===== src/rtl/vending_machine_multi_if.sv =====
// Request/response bundle between the key-input layer and the vending controller.
// The master drives the i_* fields; the controller (slave) drives the o_* fields.
interface vending_machine_multi_if #(
   parameter int MONEY_W = 5,
   parameter int SEL_W   = 2
);
   logic [SEL_W-1:0]   i_sel;
   logic [MONEY_W-1:0] i_price;
   logic               i_coin_valid;
   logic [MONEY_W-1:0] i_coin;
   logic               i_confirm;
   logic               i_cancel;
   logic               i_restock;
   logic [MONEY_W-1:0] o_money;
   logic [MONEY_W-1:0] o_price;
   logic [MONEY_W-1:0] o_change;
   logic               o_change_pulse;
   logic               o_goods;
   logic [SEL_W-1:0]   o_goods_sel;
   logic               o_ready;
   logic               o_empty;
   logic               o_coin_reject;

   modport master (
      output i_sel, i_price, i_coin_valid, i_coin, i_confirm, i_cancel, i_restock,
      input  o_money, o_price, o_change, o_change_pulse, o_goods, o_goods_sel,
             o_ready, o_empty, o_coin_reject
   );
   modport slave (
      input  i_sel, i_price, i_coin_valid, i_coin, i_confirm, i_cancel, i_restock,
      output o_money, o_price, o_change, o_change_pulse, o_goods, o_goods_sel,
             o_ready, o_empty, o_coin_reject
   );
endinterface


===== src/rtl/vending_machine_multi.sv =====
// Multi-channel vending controller: credit collection, per-channel stock,
// inactivity auto-refund and serial change dispensing (one unit per cycle).
module vending_machine_multi #(
   parameter int MONEY_W    = 5,
   parameter int N_GOODS    = 4,
   parameter int SEL_W      = 2,
   parameter int STOCK_W    = 4,
   parameter int INIT_STOCK = 5,
   parameter int TIMEOUT    = 10000
) (
   input  logic                   clk,
   input  logic                   reset,
   vending_machine_multi_if.slave bus
);
   localparam int TO_W = $clog2(TIMEOUT + 1);

   typedef enum logic [1:0] {S_IDLE, S_COLLECT, S_VEND, S_CHANGE} state_t;

   state_t             r_state, w_state_nx;
   logic [MONEY_W-1:0] r_money, w_money_nx;
   logic [MONEY_W-1:0] r_price, w_price_nx;
   logic [MONEY_W-1:0] r_change, w_change_nx;
   logic [SEL_W-1:0]   r_sel, w_sel_nx;
   logic [SEL_W-1:0]   r_goods_sel, w_goods_sel_nx;
   logic               r_goods, w_goods_nx;
   logic               r_pulse, w_pulse_nx;
   logic               r_reject, w_reject_nx;
   logic [TO_W-1:0]    r_to_cnt, w_to_cnt_nx;
   logic               r_to_half, w_to_half_nx;
   logic [STOCK_W-1:0] r_stock [N_GOODS];
   logic               w_restock, w_take;

   logic [MONEY_W:0]   w_sum;
   logic               w_coin_ok, w_active, w_timeout;
   logic [MONEY_W-1:0] w_credit;
   logic [STOCK_W-1:0] w_sel_stock;

   // Coin is accepted first; cancel/confirm then see the updated credit.
   assign w_sum       = {1'b0, r_money} + {1'b0, bus.i_coin};
   assign w_coin_ok   = bus.i_coin_valid && !w_sum[MONEY_W];
   assign w_credit    = w_coin_ok ? w_sum[MONEY_W-1:0] : r_money;
   assign w_active    = bus.i_coin_valid || bus.i_confirm || bus.i_cancel;
   assign w_timeout   = !w_active && (r_to_cnt == TO_W'(TIMEOUT));
   assign w_sel_stock = r_stock[r_sel];

   always_comb begin
      w_state_nx     = r_state;
      w_money_nx     = r_money;
      w_price_nx     = r_price;
      w_change_nx    = r_change;
      w_sel_nx       = r_sel;
      w_goods_sel_nx = r_goods_sel;
      w_to_cnt_nx    = r_to_cnt;
      w_to_half_nx   = r_to_half;
      w_goods_nx     = 1'b0;
      w_pulse_nx     = 1'b0;
      w_reject_nx    = 1'b0;
      w_restock      = 1'b0;
      w_take         = 1'b0;
      case (r_state)
         S_IDLE: begin
            w_restock = bus.i_restock;
            if (bus.i_coin_valid && bus.i_coin != '0) begin
               w_sel_nx     = bus.i_sel;
               w_price_nx   = bus.i_price;
               w_money_nx   = bus.i_coin;
               w_to_cnt_nx  = '0;
               w_to_half_nx = 1'b0;
               w_state_nx   = S_COLLECT;
            end
         end
         S_COLLECT: begin
            w_money_nx  = w_credit;
            w_reject_nx = bus.i_coin_valid && !w_coin_ok;
            // Half-rate counter: one tick per two idle cycles.
            if (w_active) begin
               w_to_cnt_nx  = '0;
               w_to_half_nx = 1'b0;
            end else if (!w_timeout) begin
               w_to_half_nx = ~r_to_half;
               if (r_to_half) w_to_cnt_nx = r_to_cnt + TO_W'(1);
            end
            if (bus.i_cancel || w_timeout) begin
               w_change_nx = w_credit;
               w_money_nx  = '0;
               if (w_credit != '0) begin
                  w_state_nx = S_CHANGE;
                  w_pulse_nx = 1'b1;
               end else begin
                  w_state_nx = S_IDLE;
               end
            end else if (bus.i_confirm && w_credit >= r_price && w_sel_stock != '0) begin
               w_state_nx     = S_VEND;
               w_goods_nx     = 1'b1;
               w_goods_sel_nx = r_sel;
               w_take         = 1'b1;
               w_change_nx    = w_credit - r_price;
               w_money_nx     = '0;
            end
         end
         S_VEND: begin
            w_reject_nx = bus.i_coin_valid;
            if (r_change != '0) begin
               w_state_nx = S_CHANGE;
               w_pulse_nx = 1'b1;
            end else begin
               w_state_nx = S_IDLE;
            end
         end
         S_CHANGE: begin
            w_reject_nx = bus.i_coin_valid;
            if (r_change <= MONEY_W'(1)) begin
               w_change_nx = '0;
               w_state_nx  = S_IDLE;
            end else begin
               w_change_nx = r_change - MONEY_W'(1);
               w_pulse_nx  = 1'b1;
            end
         end
         default: w_state_nx = S_IDLE;
      endcase
   end

   always_ff @(posedge clk or negedge reset) begin
      if (!reset) begin
         r_state     <= S_IDLE;
         r_money     <= '0;
         r_price     <= '0;
         r_change    <= '0;
         r_sel       <= '0;
         r_goods_sel <= '0;
         r_goods     <= 1'b0;
         r_pulse     <= 1'b0;
         r_reject    <= 1'b0;
         r_to_cnt    <= '0;
         r_to_half   <= 1'b0;
      end else begin
         r_state     <= w_state_nx;
         r_money     <= w_money_nx;
         r_price     <= w_price_nx;
         r_change    <= w_change_nx;
         r_sel       <= w_sel_nx;
         r_goods_sel <= w_goods_sel_nx;
         r_goods     <= w_goods_nx;
         r_pulse     <= w_pulse_nx;
         r_reject    <= w_reject_nx;
         r_to_cnt    <= w_to_cnt_nx;
         r_to_half   <= w_to_half_nx;
      end
   end

   // Restock (IDLE only) and vend decrement (COLLECT->VEND) never coincide.
   always_ff @(posedge clk or negedge reset) begin
      if (!reset) begin
         for (int g = 0; g < N_GOODS; g++) r_stock[g] <= STOCK_W'(INIT_STOCK);
      end else if (w_restock && int'(bus.i_sel) < N_GOODS) begin
         r_stock[bus.i_sel] <= STOCK_W'(INIT_STOCK);
      end else if (w_take && w_sel_stock != '0) begin
         r_stock[r_sel] <= w_sel_stock - STOCK_W'(1);
      end
   end

   assign bus.o_money        = r_money;
   assign bus.o_price        = r_price;
   assign bus.o_change       = r_change;
   assign bus.o_change_pulse = r_pulse;
   assign bus.o_goods        = r_goods;
   assign bus.o_goods_sel    = r_goods_sel;
   assign bus.o_coin_reject  = r_reject;
   assign bus.o_ready        = (r_state == S_IDLE);
   assign bus.o_empty        = (int'(bus.i_sel) < N_GOODS) ? (r_stock[bus.i_sel] == '0) : 1'b1;
endmodule


===== src/flat_wrapper.sv =====
// flat-port wrapper written by rule: the top's interface ports become plain ports
module vending_machine_multi_flat 
#(
   parameter int MONEY_W    = 5,
   parameter int N_GOODS    = 4,
   parameter int SEL_W      = 2,
   parameter int STOCK_W    = 4,
   parameter int INIT_STOCK = 5,
   parameter int TIMEOUT    = 10000
)
  (clk, reset, bus_i_sel, bus_i_price, bus_i_coin_valid, bus_i_coin, bus_i_confirm, bus_i_cancel, bus_i_restock, bus_o_money, bus_o_price, bus_o_change, bus_o_change_pulse, bus_o_goods, bus_o_goods_sel, bus_o_ready, bus_o_empty, bus_o_coin_reject);
  vending_machine_multi_if #(.MONEY_W(MONEY_W), .SEL_W(SEL_W)) bus_i ();
  input  logic clk;
  input  logic reset;
  input wire logic [$bits(bus_i.i_sel)-1:0] bus_i_sel;
  input wire logic [$bits(bus_i.i_price)-1:0] bus_i_price;
  input wire logic [$bits(bus_i.i_coin_valid)-1:0] bus_i_coin_valid;
  input wire logic [$bits(bus_i.i_coin)-1:0] bus_i_coin;
  input wire logic [$bits(bus_i.i_confirm)-1:0] bus_i_confirm;
  input wire logic [$bits(bus_i.i_cancel)-1:0] bus_i_cancel;
  input wire logic [$bits(bus_i.i_restock)-1:0] bus_i_restock;
  output wire logic [$bits(bus_i.o_money)-1:0] bus_o_money;
  output wire logic [$bits(bus_i.o_price)-1:0] bus_o_price;
  output wire logic [$bits(bus_i.o_change)-1:0] bus_o_change;
  output wire logic [$bits(bus_i.o_change_pulse)-1:0] bus_o_change_pulse;
  output wire logic [$bits(bus_i.o_goods)-1:0] bus_o_goods;
  output wire logic [$bits(bus_i.o_goods_sel)-1:0] bus_o_goods_sel;
  output wire logic [$bits(bus_i.o_ready)-1:0] bus_o_ready;
  output wire logic [$bits(bus_i.o_empty)-1:0] bus_o_empty;
  output wire logic [$bits(bus_i.o_coin_reject)-1:0] bus_o_coin_reject;
  assign bus_i.i_sel = bus_i_sel;
  assign bus_i.i_price = bus_i_price;
  assign bus_i.i_coin_valid = bus_i_coin_valid;
  assign bus_i.i_coin = bus_i_coin;
  assign bus_i.i_confirm = bus_i_confirm;
  assign bus_i.i_cancel = bus_i_cancel;
  assign bus_i.i_restock = bus_i_restock;
  assign bus_o_money = bus_i.o_money;
  assign bus_o_price = bus_i.o_price;
  assign bus_o_change = bus_i.o_change;
  assign bus_o_change_pulse = bus_i.o_change_pulse;
  assign bus_o_goods = bus_i.o_goods;
  assign bus_o_goods_sel = bus_i.o_goods_sel;
  assign bus_o_ready = bus_i.o_ready;
  assign bus_o_empty = bus_i.o_empty;
  assign bus_o_coin_reject = bus_i.o_coin_reject;
  vending_machine_multi #(.MONEY_W(MONEY_W), .N_GOODS(N_GOODS), .SEL_W(SEL_W), .STOCK_W(STOCK_W), .INIT_STOCK(INIT_STOCK), .TIMEOUT(TIMEOUT)) u_core (.clk(clk), .reset(reset), .bus(bus_i));
endmodule

===== config.mk =====
export PLATFORM = sky130hd
export DESIGN_NAME = vending_machine_multi_flat
export DESIGN_NICKNAME = d
export VERILOG_FILES = /design/src/rtl/vending_machine_multi_if.sv /design/src/rtl/vending_machine_multi.sv /design/src/flat_wrapper.sv
export SDC_FILE = /design/constraint.sdc
export NUM_CORES = 1
export LEC_CHECK = 0
export ABC_AREA = 0
export CORE_MARGIN = 2
export CORE_UTILIZATION = 40
export DETAILED_ROUTE_END_ITERATION = 12
export PLACE_DENSITY = 0.66
export SLEW_MARGIN = 20
export SYNTH_ARGS = -nofsm -noshare
export SYNTH_HDL_FRONTEND = slang
export SYNTH_SLANG_ARGS = --single-unit

===== constraint.sdc =====
create_clock -name clk -period 4.9 [get_ports clk]
set_input_delay 0.49 -clock clk [delete_from_list [all_inputs] [get_ports clk]]
set_output_delay 0.49 -clock clk [all_outputs]
set_load 0.02 [all_outputs]

-- After elaboration in Yosys (flattened, before gate mapping)
Cells that the tools add are included.
- order comparisons: 6
- bitwise logic cells: 7
- equal/unequal tests: 9
- reductions and logical operators: 32
- multiplexer cells: 48
- add/sub/neg operators: 5
- operators by type and width (operator ; count):
    $mux W14 ; 4
    $mux W5 ; 7
    $mux W16 ; 2
    $pmux W14 S2 ; 1
    $mux W4 ; 6
    $pmux W5 S2 ; 2
    $bmux W4 S2 ; 2
    $bwmux W16 ; 1
    $demux W4 S2 ; 2
    $reduce_bool A5 Y1 ; 3
    $add A14 B1 Y14 const B ; 1
    $eq A14 B14 Y1 const B ; 1
    $mux W2 ; 6
    $mux W1 ; 11
    $logic_and A1 B1 Y1 ; 9
    $reduce_and A3 Y1 ; 3
    $and A8 B8 Y8 ; 1
    $not A8 Y8 ; 1
    $or A8 B8 Y8 ; 1
    $pmux W2 S4 ; 1
    $add A5 B5 Y6 ; 1
    $ge A3 B3 Y1 const B ; 2
    $lt A3 B1 Y1 const B ; 2
    $ne A3 B1 Y1 const B ; 2
    22 further kinds ; 35
- output and inout bits: 22
- bits in registers: 55
- input port bits: 18
- word-level logic and storage cells: 122

-- Longest topological paths before layout
Gate-level depths: netlist of run 1.
- word-level depth: 13
- depth in mapped cells: 14
- gate-level depth less buffers: 14

-- Worst setup path after synthesis of run 1
Ideal clock, no wire load.
- path type: register to register
- start: reg u_core.r_money[1] (netlist: u_core.bus.o_money[1])
- end: reg u_core.r_change[1] (netlist: u_core.bus.o_change[1])
- period minus slack after synthesis: 3.676 ns
- path buffers: 0
- required time: 4.775 ns
- setup time: 0.125 ns
- cell stages (with the launch flop): 13
- arrival: 3.551 ns
- slack: 1.224 ns
- cells stage by stage: dfrtp_1 > ha_1 > a21o_1 > nor2b_1 > a211oi_2 > mux2i_1 > inv_1 > ha_1 > nor2b_1 > o31ai_1 > a211oi_4 > o31ai_4 > mux2_2
- longest elaborated chain between the ends: 9
- elaborated cells on any way between the ends: 13
- those cells by class: 2 x add/sub; 1 x order compare; 1 x eq/ne; 4 x mux; 5 x reduce/logical
- RTL lines (element ; line ; RTL):
    start: declaration ; vending_machine_multi.sv:20 ; logic [MONEY_W-1:0] r_money, w_money_nx;
    start signal: assignment ; vending_machine_multi.sv:139 ; r_money <= w_money_nx;
    $add A5 B5 Y6 ; vending_machine_multi.sv:39 ; assign w_sum = {1'b0, r_money} + {1'b0, bus.i_coin};
    $logic_not A1 Y1 ; vending_machine_multi.sv:40 ; assign w_coin_ok = bus.i_coin_valid && !w_sum[MONEY_W];
    $logic_and A1 B1 Y1 ; vending_machine_multi.sv:40 ;
    $mux W5 * ; vending_machine_multi.sv:41 ; assign w_credit = w_coin_ok ? w_sum[MONEY_W-1:0] : r_money;
    $ge A5 B5 Y1 ; vending_machine_multi.sv:92 ; end else if (bus.i_confirm && w_credit >= r_price && w_sel_stock != '0) begin
    $logic_and A1 B1 Y1 (2 in a row) ; vending_machine_multi.sv:92 ;
    $ne A3 B1 Y1 (no source line) ; -- ;
    $reduce_and A2 Y1 (no source line) ; -- ;
    end signal: assignment ; vending_machine_multi.sv:141 ; r_change <= w_change_nx;
    end: declaration ; vending_machine_multi.sv:22 ; logic [MONEY_W-1:0] r_change, w_change_nx;
Every way passes the cells marked *; elsewhere a longest branch is shown, timed or not. The select of a mux whose other input is x is not followed.
A chain may end at the register's enable or synchronous reset.

-- Final worst setup path of run 1
- start: in bus_i_coin[1]
- end: reg u_core.r_stock[3] in the netlist's numbering
- longest elaborated chain between the ends: 12
- RTL lines (element ; line ; RTL):
    start: declaration ; flat_wrapper.sv:18 ; input wire logic [$bits(bus_i.i_coin)-1:0] bus_i_coin;
    $add A5 B5 Y6 * ; vending_machine_multi.sv:39 ;
    $logic_not A1 Y1 ; vending_machine_multi.sv:40 ;
    $logic_and A1 B1 Y1 ; vending_machine_multi.sv:40 ;
    $mux W5 * ; vending_machine_multi.sv:41 ;
    $ge A5 B5 Y1 * ; vending_machine_multi.sv:92 ;
    $logic_and A1 B1 Y1 * (2 in a row) ; vending_machine_multi.sv:92 ;
    $mux W1 * ; vending_machine_multi.sv:92 ;
    $mux W1 * ; vending_machine_multi.sv:83 ; if (bus.i_cancel || w_timeout) begin
    $mux W1 * ; vending_machine_multi.sv:60 ; case (r_state)
    $logic_and A1 B1 Y1 * ; vending_machine_multi.sv:158 ; end else if (w_take && w_sel_stock != '0) begin
    $reduce_bool A2 Y1 (no source line) * ; -- ;
    end signal: indexed assignment ; vending_machine_multi.sv:157 ; r_stock[bus.i_sel] <= STOCK_W'(INIT_STOCK);
    end signal: indexed assignment ; vending_machine_multi.sv:159 ; r_stock[r_sel] <= w_sel_stock - STOCK_W'(1);
    end: declaration ; vending_machine_multi.sv:30 ; logic [STOCK_W-1:0] r_stock [N_GOODS];
Every way passes the cells marked *; elsewhere a longest branch is shown, timed or not.

==> out/results.tsv, run 1 <==
stage	metric	value	unit
clock_network	clk_transition_reported_paths	110	ps
timing	slew_viol_final	0	
floorplan	rows	34	
cells_and_area	n_antenna_cell	0	
yosys	netlist_top_cells_area	dfrtp_1 (33%), dfstp_2 (5.9%), ha_1 (5.6%), o21ai_0 (4.6%), mux2i_1 (4.5%)	
floorplan	die_area	9750	um2
yosys	synth.distinct_cells	62	
clock_network	postCtsHoldBufs	0	
timing	finalSetupViolations	0	
place	gp_congestion	0.893	
floorplan	num_io_pins	40	
global_route	grt_pass1_vias	2880	
yosys	yosys_most_used_dff	dfrtp_1	
timing	period_minus_slack	4050	ps
clock_network	cts_num_sinks	55	
timing	hold_viol	0	
timing	fmax	0.247	GHz
setup_path	worstSetupStartpointType	input port	
power	ir_drop	0.000404	V
place	hpwl	6350	um
run_status	status	finished clean	
clock_network	cts_buffers	5	
detailed_routing	via_count	3027	
place	io_buffers	39	
yosys	seq_area_frac_synth	0.386	
detailed_routing	drtAntennaViolNets	0	
clock_network	cts.repair.resized	0	
timing	fin_crit_sh	0.827	
clock_network	cts_tree	done	
power	power_density	659	nW/um2
floorplan	chipHeight	98.8	um
detailed_routing	drc	0	
clock_network	htreeDepth	2	
yosys	synthesis.area	3590	um2
timing	worstMarginPinSlew	897	ps
setup_path	reg2reg_from	u_core.bus.o_money[1]	
timing	finalClockSkew	15.4	ps
yosys	synth_top_cell_area_share	0.327	
global_route	grt_max_degree	56	
floorplan	initial_core_util	0.412	
timing	fin_setup_tns	0	ps
clock_network	worstSkewPairLatency	320	ps
yosys	synth_fp_nets	408	
global_route	grt_antenna_before_repair	0	
yosys	yosysTopAreaCell	dfrtp_1	
worst_hold_path	min_path_type	input port to asynchronous set/reset pin	
setup_path	crit_fanout	6	
flow_run	drv_cap	0	
timing	holdWs	288	ps
detailed_routing	viasPerCell	5.80	
yosys	syn_avg_cell_area	9.66	um2
setup_path	worstPathArrival	4240	ps
yosys	async_flop_share	1.00	
floorplan	core	8720	um2
global_route	grt_pass1_wl	14400	um
cells_and_area	nets	449	
detailed_routing	dr.first_iter.drc_count	158	
clock_network	clockRootBuffer	clkbuf_8	
global_route	grt_util_all_layers	0.181	
floorplan	die-width	98.8	um
power	leakagePower	1.79	nW
setup_path	r2r-end	u_core.r_stock[3]	
timing	rsz0062_at_grt	no	
yosys	postSynthCellCount	372	
yosys	yosys_warnings	0	
cells_and_area	drive_gt1_frac	0.126	
detailed_routing	firstDrtPassIters	4	
timing	slew_headroom	0.402	
setup_path	cp.required	5090	ps
yosys	netlist_top_cells_count	dfrtp_1 (47), nand2_1 (42), nor2_1 (34)	
setup_path	crit_type	input port to register	
clock_network	max-clock-path-buffers	2	
yosys	yosysMostFrequentCell	dfrtp_1	
setup_path	r2r_setup_slack	1030	ps
clock_network	cts_setup_buffers	0	
setup_path	crit_path_end_kind	register	
yosys	synth_edf_count	0	
detailed_routing	wl	8550	um
setup_path	reg2regPathDepth	15	
global_route	overflow	0	
cells_and_area	syn_to_final_growth	17.3	%
cells_and_area	fin_util	0.483	
yosys	ys_seq_elements	55	
detailed_routing	wl_per_cell	16.4	um
==> critical path, stage by stage <==
cell and delay, ps:
clkdlybuf4s50_1 550, ha_1 260, a21o_1 200, nor2b_1 140
a211oi_2 190, buf_4 180, mux2i_1 210, buf_4 150
inv_1 60, ha_1 280, nor2b_1 190, o31ai_1 140
a211oi_4 330, and3_1 480, nand3_2 210, mux2i_1 170
==> cell type report <==
cell class / count / area, um2
Timing Repair Buffer: 45 / 430
Tap cell: 108 / 135
Fill cell: 819 / 4510
Multi-Input combinational cell: 291 / 2080
Clock inverter: 2 / 38.8
Clock buffer: 6 / 82.6
Inverter: 15 / 56.3
Sequential cell: 55 / 1390
==> registers in the layout, summed over array words and instances, names as in the netlist, 2 cells and up <==
register and count:
u_core.r_to_cnt 14, u_core.r_sel 2, u_core.r_state 2, u_core.bus.o_change 5, u_core.bus.o_goods_sel 2, u_core.bus.o_money 5
u_core.bus.o_price 5, u_core.r_stock 16
==> placed cells by master, fill, tap and decap left out, drive strengths merged, types with 11 or more instances in the layout <==
cell type and n:
a21oi 17, clkdlybuf4s50 38, dfrtp 47, ha 16, inv 16, mux2 11
mux2i 16, nand2 42, nor2 34, o21ai 34
==> worst max-delay path by stage <==
stage,startpoint,end,slack (ps),depth (start not counted)
CTS,bus_i_coin[1],u_core.r_stock[11],860,14
global placement,bus_i_coin[1],u_core.r_stock[11],600,14
global route,bus_i_coin[1],u_core.r_stock[9],610,16
floorplan,u_core.bus.o_money[1],u_core.bus.o_change[1],1220,12
detailed placement,bus_i_coin[1],u_core.r_stock[11],510,14
finish,bus_i_coin[1],u_core.r_stock[3],850,16
==> layer usage <==
| layer | share of wire | up-vias | routed length (um) | global-route usage |
|---|---|---|---|---|
| met5 | 0 | - | 0 | 0 |
| met4 | 0.0088 | 0 | 75 | 0.0379 |
| met3 | 0.045 | 7 | 382 | 0.0270 |
| met2 | 0.46 | 83 | 3910 | 0.273 |
| met1 | 0.49 | 1480 | 4190 | 0.276 |
| li1 | - | 1457 | - | - |
==> report_power, final <==
part           internal [mW]  total (mW)  switching, mW
registers              0.632       0.835          0.203
clock network          0.168       0.330          0.162
logic                  0.724        1.61          0.890
==> through the flow <==
step	cell area, um2	power (mW)	instances	setup slack (ps)
5_1_grt	4210	3.00	522	607
3_3_place_gp	4090	2.42	514	602
3_5_place_dp	4090	2.44	514	510
6_report	4210	2.78	522	846
2_1_floorplan	3590	1.92	372	1220
4_1_cts	4210	2.79	522	855
==> kinds of logic (layout without fill, tap and decap cells) <==
family	count (synthesis)	count (layout)	share of synthesized area
AO/OA/AOI/OAI	95	95	0.180
XOR/XNOR	7	7	0.0171
adder cells (fa/ha/maj)	18	18	0.0669
buffers and inverters	26	68	0.0338
flip-flops	55	55	0.386
multiplexers	32	32	0.113
AND/OR/NAND/NOR	139	139	0.203
No activity file was read; power rests on OpenSTA's default activity.
==> run 2: changes to the inputs <==
PLACE_DENSITY = 0.68   (was 0.66)
clock period = 3.7 ns   (was 4.9 ns; I/O delays follow)
==> run 2 against run 1 <==
  * Total power grew 49%
  * Final cell count up 7.5%
  * Non-clock buffer count up 39
  * Clock skew fell by 8.5 ps
  * Combinational power up 68%
  * Sequential share of layout area shrank 2.8 points
  * Cell area increased by 9.4%
  * Wire length is 8.6% higher
  * Utilization is 4.5 points higher
  * Global-route usage grew 1.4 points
  * Worst hold slack lost 250 ps
  * Critical path depth unchanged
  * Critical endpoint is now u_core.bus.o_change[4]
==> out/results.tsv, run 2 (synthesis results as in run 1) <==
stage	metric	value	unit	change
run_status	status	finished clean		unchanged
detailed_routing	wl	9290	um	was 8550 um
power	p_total	4.15	mW	was 2.78 mW
setup_path	reg2reg_from	u_core.bus.o_money[1]		unchanged
global_route	grt_max_degree	46		was 56
setup_path	r2r_setup_slack	150	ps	was 1030 ps
detailed_routing	firstDrtPassIters	4		unchanged
timing	fmax	0.280	GHz	
power	p_int	2.31	mW	was 1.52 mW
timing	slew_headroom	0.437		was 0.402
setup_path	cp.required	3910	ps	was 5090 ps
timing	slew_viol_final	0		unchanged
power	ir_drop	0.000476	V	was 0.000404 V
cells_and_area	nFillCells	781		was 819
global_route	grt_pass1_vias	3159		was 2880
setup_path	crit_type	input port to register		unchanged
timing	finalClockSkew	6.83	ps	was 15.4 ps
floorplan	num_io_pins	40		unchanged
floorplan	core	8720	um2	unchanged
cells_and_area	nets	488		was 449
detailed_routing	wl_per_cell	16.6	um	was 16.4 um
cells_and_area	drive_gt1_frac	0.227		was 0.126
setup_path	worstSetupStartpointType	input port		unchanged
cells_and_area	largest-register	u_core.r_stock		unchanged
floorplan	die_area	9750	um2	unchanged
floorplan	die-width	98.8	um	unchanged
timing	rsz0062_at_grt	no		unchanged
timing	finalSetupViolations	0		unchanged
detailed_routing	drc	0		unchanged
cells_and_area	top_regs	u_core.r_stock x16, u_core.r_to_cnt x14		unchanged
clock_network	cts_buffers	5		unchanged
clock_network	clk_transition_reported_paths	110	ps	about the same
floorplan	chipHeight	98.8	um	unchanged
timing	fin_crit_sh	0.965		
global_route	grt_antenna_before_repair	0		unchanged
place	hpwl	7120	um	was 6350 um
power	switching_share	0.443		was 0.452
cells_and_area	fin_cells	561		was 522
cells_and_area	syn_to_final_growth	28.3	%	was 17.3%
global_route	grt_util_all_layers	0.195		was 0.181
detailed_routing	viasPerCell	5.68		was 5.80
timing	hold_viol	0		unchanged
timing	period_minus_slack	3570	ps	
setup_path	crit_path_end_kind	register		unchanged
worst_hold_path	min_path_type	input port to asynchronous set/reset pin		unchanged
cells_and_area	final_design_area_no_fill	4610	um2	was 4210 um2
floorplan	rows	34		unchanged
global_route	overflow	0		unchanged
timing	fin_setup_tns	0	ps	unchanged
cells_and_area	final_common_cell	dfrtp_1		unchanged
clock_network	cts_num_sinks	55		unchanged
floorplan	initial_core_util	0.412		unchanged
power	power_density	901	nW/um2	was 659 nW/um2
detailed_routing	dr.first_iter.drc_count	195		was 158
place	place_area	4380	um2	was 4090 um2
cells_and_area	final_cell_mix	dfrtp_1 (47), buf_4 (45), nand2_1 (42), clkdlybuf4s50_1 (35), nor2_1 (34)		was dfrtp_1 (47), nand2_1 (42), clkdlybuf4s50_1 (38), nor2_1 (34), o21ai_0 (33)
global_route	grt_pass1_wl	15500	um	was 14400 um
timing	worstMarginPinSlew	845	ps	was 897 ps
place	dp_cells	550		was 514
detailed_routing	drtAntennaViolNets	0		unchanged
clock_network	htreeDepth	2		unchanged
setup_path	reg2regPathDepth	15		unchanged
place	gp_congestion	0.978		was 0.893
cells_and_area	n_antenna_cell	0		unchanged
clock_network	max-clock-path-buffers	2		unchanged
power	p_clk_frac	0.087		was 0.119
clock_network	worstSkewPairLatency	320	ps	about the same
flow_run	drv_cap	0		unchanged
power	seqPwrFrac	0.263		was 0.301
clock_network	clockRootBuffer	clkbuf_8		unchanged
clock_network	cts_tree	done		unchanged
power	leakagePower	2.00	nW	was 1.79 nW
power	p_sw	1.84	mW	was 1.25 mW
power	combPwrFrac	0.651		was 0.581
setup_path	crit_fanout	5		was 6
place	io_buffers	39		unchanged
cells_and_area	largest_reg_flops	16		unchanged
setup_path	worstPathArrival	3780	ps	was 4240 ps
detailed_routing	via_count	3184		was 3027
setup_path	r2r-end	u_core.bus.o_change[4]		was u_core.r_stock[3]
-- run 2: per-stage QoR --
stage	setup WS, ps	util	hold slack, ps
2_1_floorplan	24.1	-	74.4
3_3_place_gp	-234	0.502	499
3_5_place_dp	-419	0.502	508
4_1_cts	11.9	0.515	248
5_1_grt	3.54	0.528	72.3
6_report	131	0.528	34.3
-- run 2: power groups by stage --
stage               logic, mW  registers [mW]  clock network [mW]
finish                   2.70            1.09               0.360
floorplan                1.43            1.11                   0
detailed placement       2.50            1.09                   0
global route             2.94            1.13               0.399
global placement         2.45            1.09                   0
CTS                      2.55            1.08               0.372
-- run 2: area by class of cell --
class,count,area (um2),share of cell area
multi-input cells,291,2190,0.476
clock inverters,3,22.5,0.00489
repair buffers,84,746,0.162
clock buffers,5,68.8,0.0149
well taps,108,135,0.0293
inverters,15,56.3,0.0122
flip-flops and latches,55,1390,0.301
-- run 2: worst max path at each step --
stage	startpoint	end	slack [ps]	depth (start not counted)
after detailed placement	bus_i_coin[1]	u_core.r_stock[3]	-420	16
final	bus_i_coin[4]	u_core.bus.o_change[4]	130	16
after global placement	bus_i_coin[1]	u_core.r_stock[3]	-230	16
after global routing	bus_i_coin[4]	u_core.r_stock[11]	4	16
after CTS	bus_i_coin[1]	u_core.r_stock[3]	10	16
after floorplan	u_core.bus.o_money[1]	u_core.bus.o_change[1]	20	12
-- run 2: what timing repair did --
item / CTS / global route
endpoints found under the setup margin: 12 / 23
pin swaps: 3 / 6
hold buffers: 0 / 0
buffers inserted: 1 / 2
resized for setup: 3 / 18
-- run 2: worst max-delay path, stage by stage --
cell             delay (ps)
clkdlybuf4s50_1         510
ha_1                    260
nand3_2                 120
nor2b_4                  50
a211oi_4                270
mux2i_1                 330
inv_1                   140
ha_4                    290
and4_1                  190
nor3_1                   50
buf_4                   140
a211oi_4                350
o31ai_4                 150
buf_4                   180
o21a_1                  170
or2_1                   220
-- run 2: layer usage --
metal  share of wire  up-vias  GRT usage
met5               0        -          0
met4           0.017        0     0.0674
met3           0.039       13     0.0333
met2            0.48       68      0.322
met1            0.46     1568      0.260
li1                -     1535          -
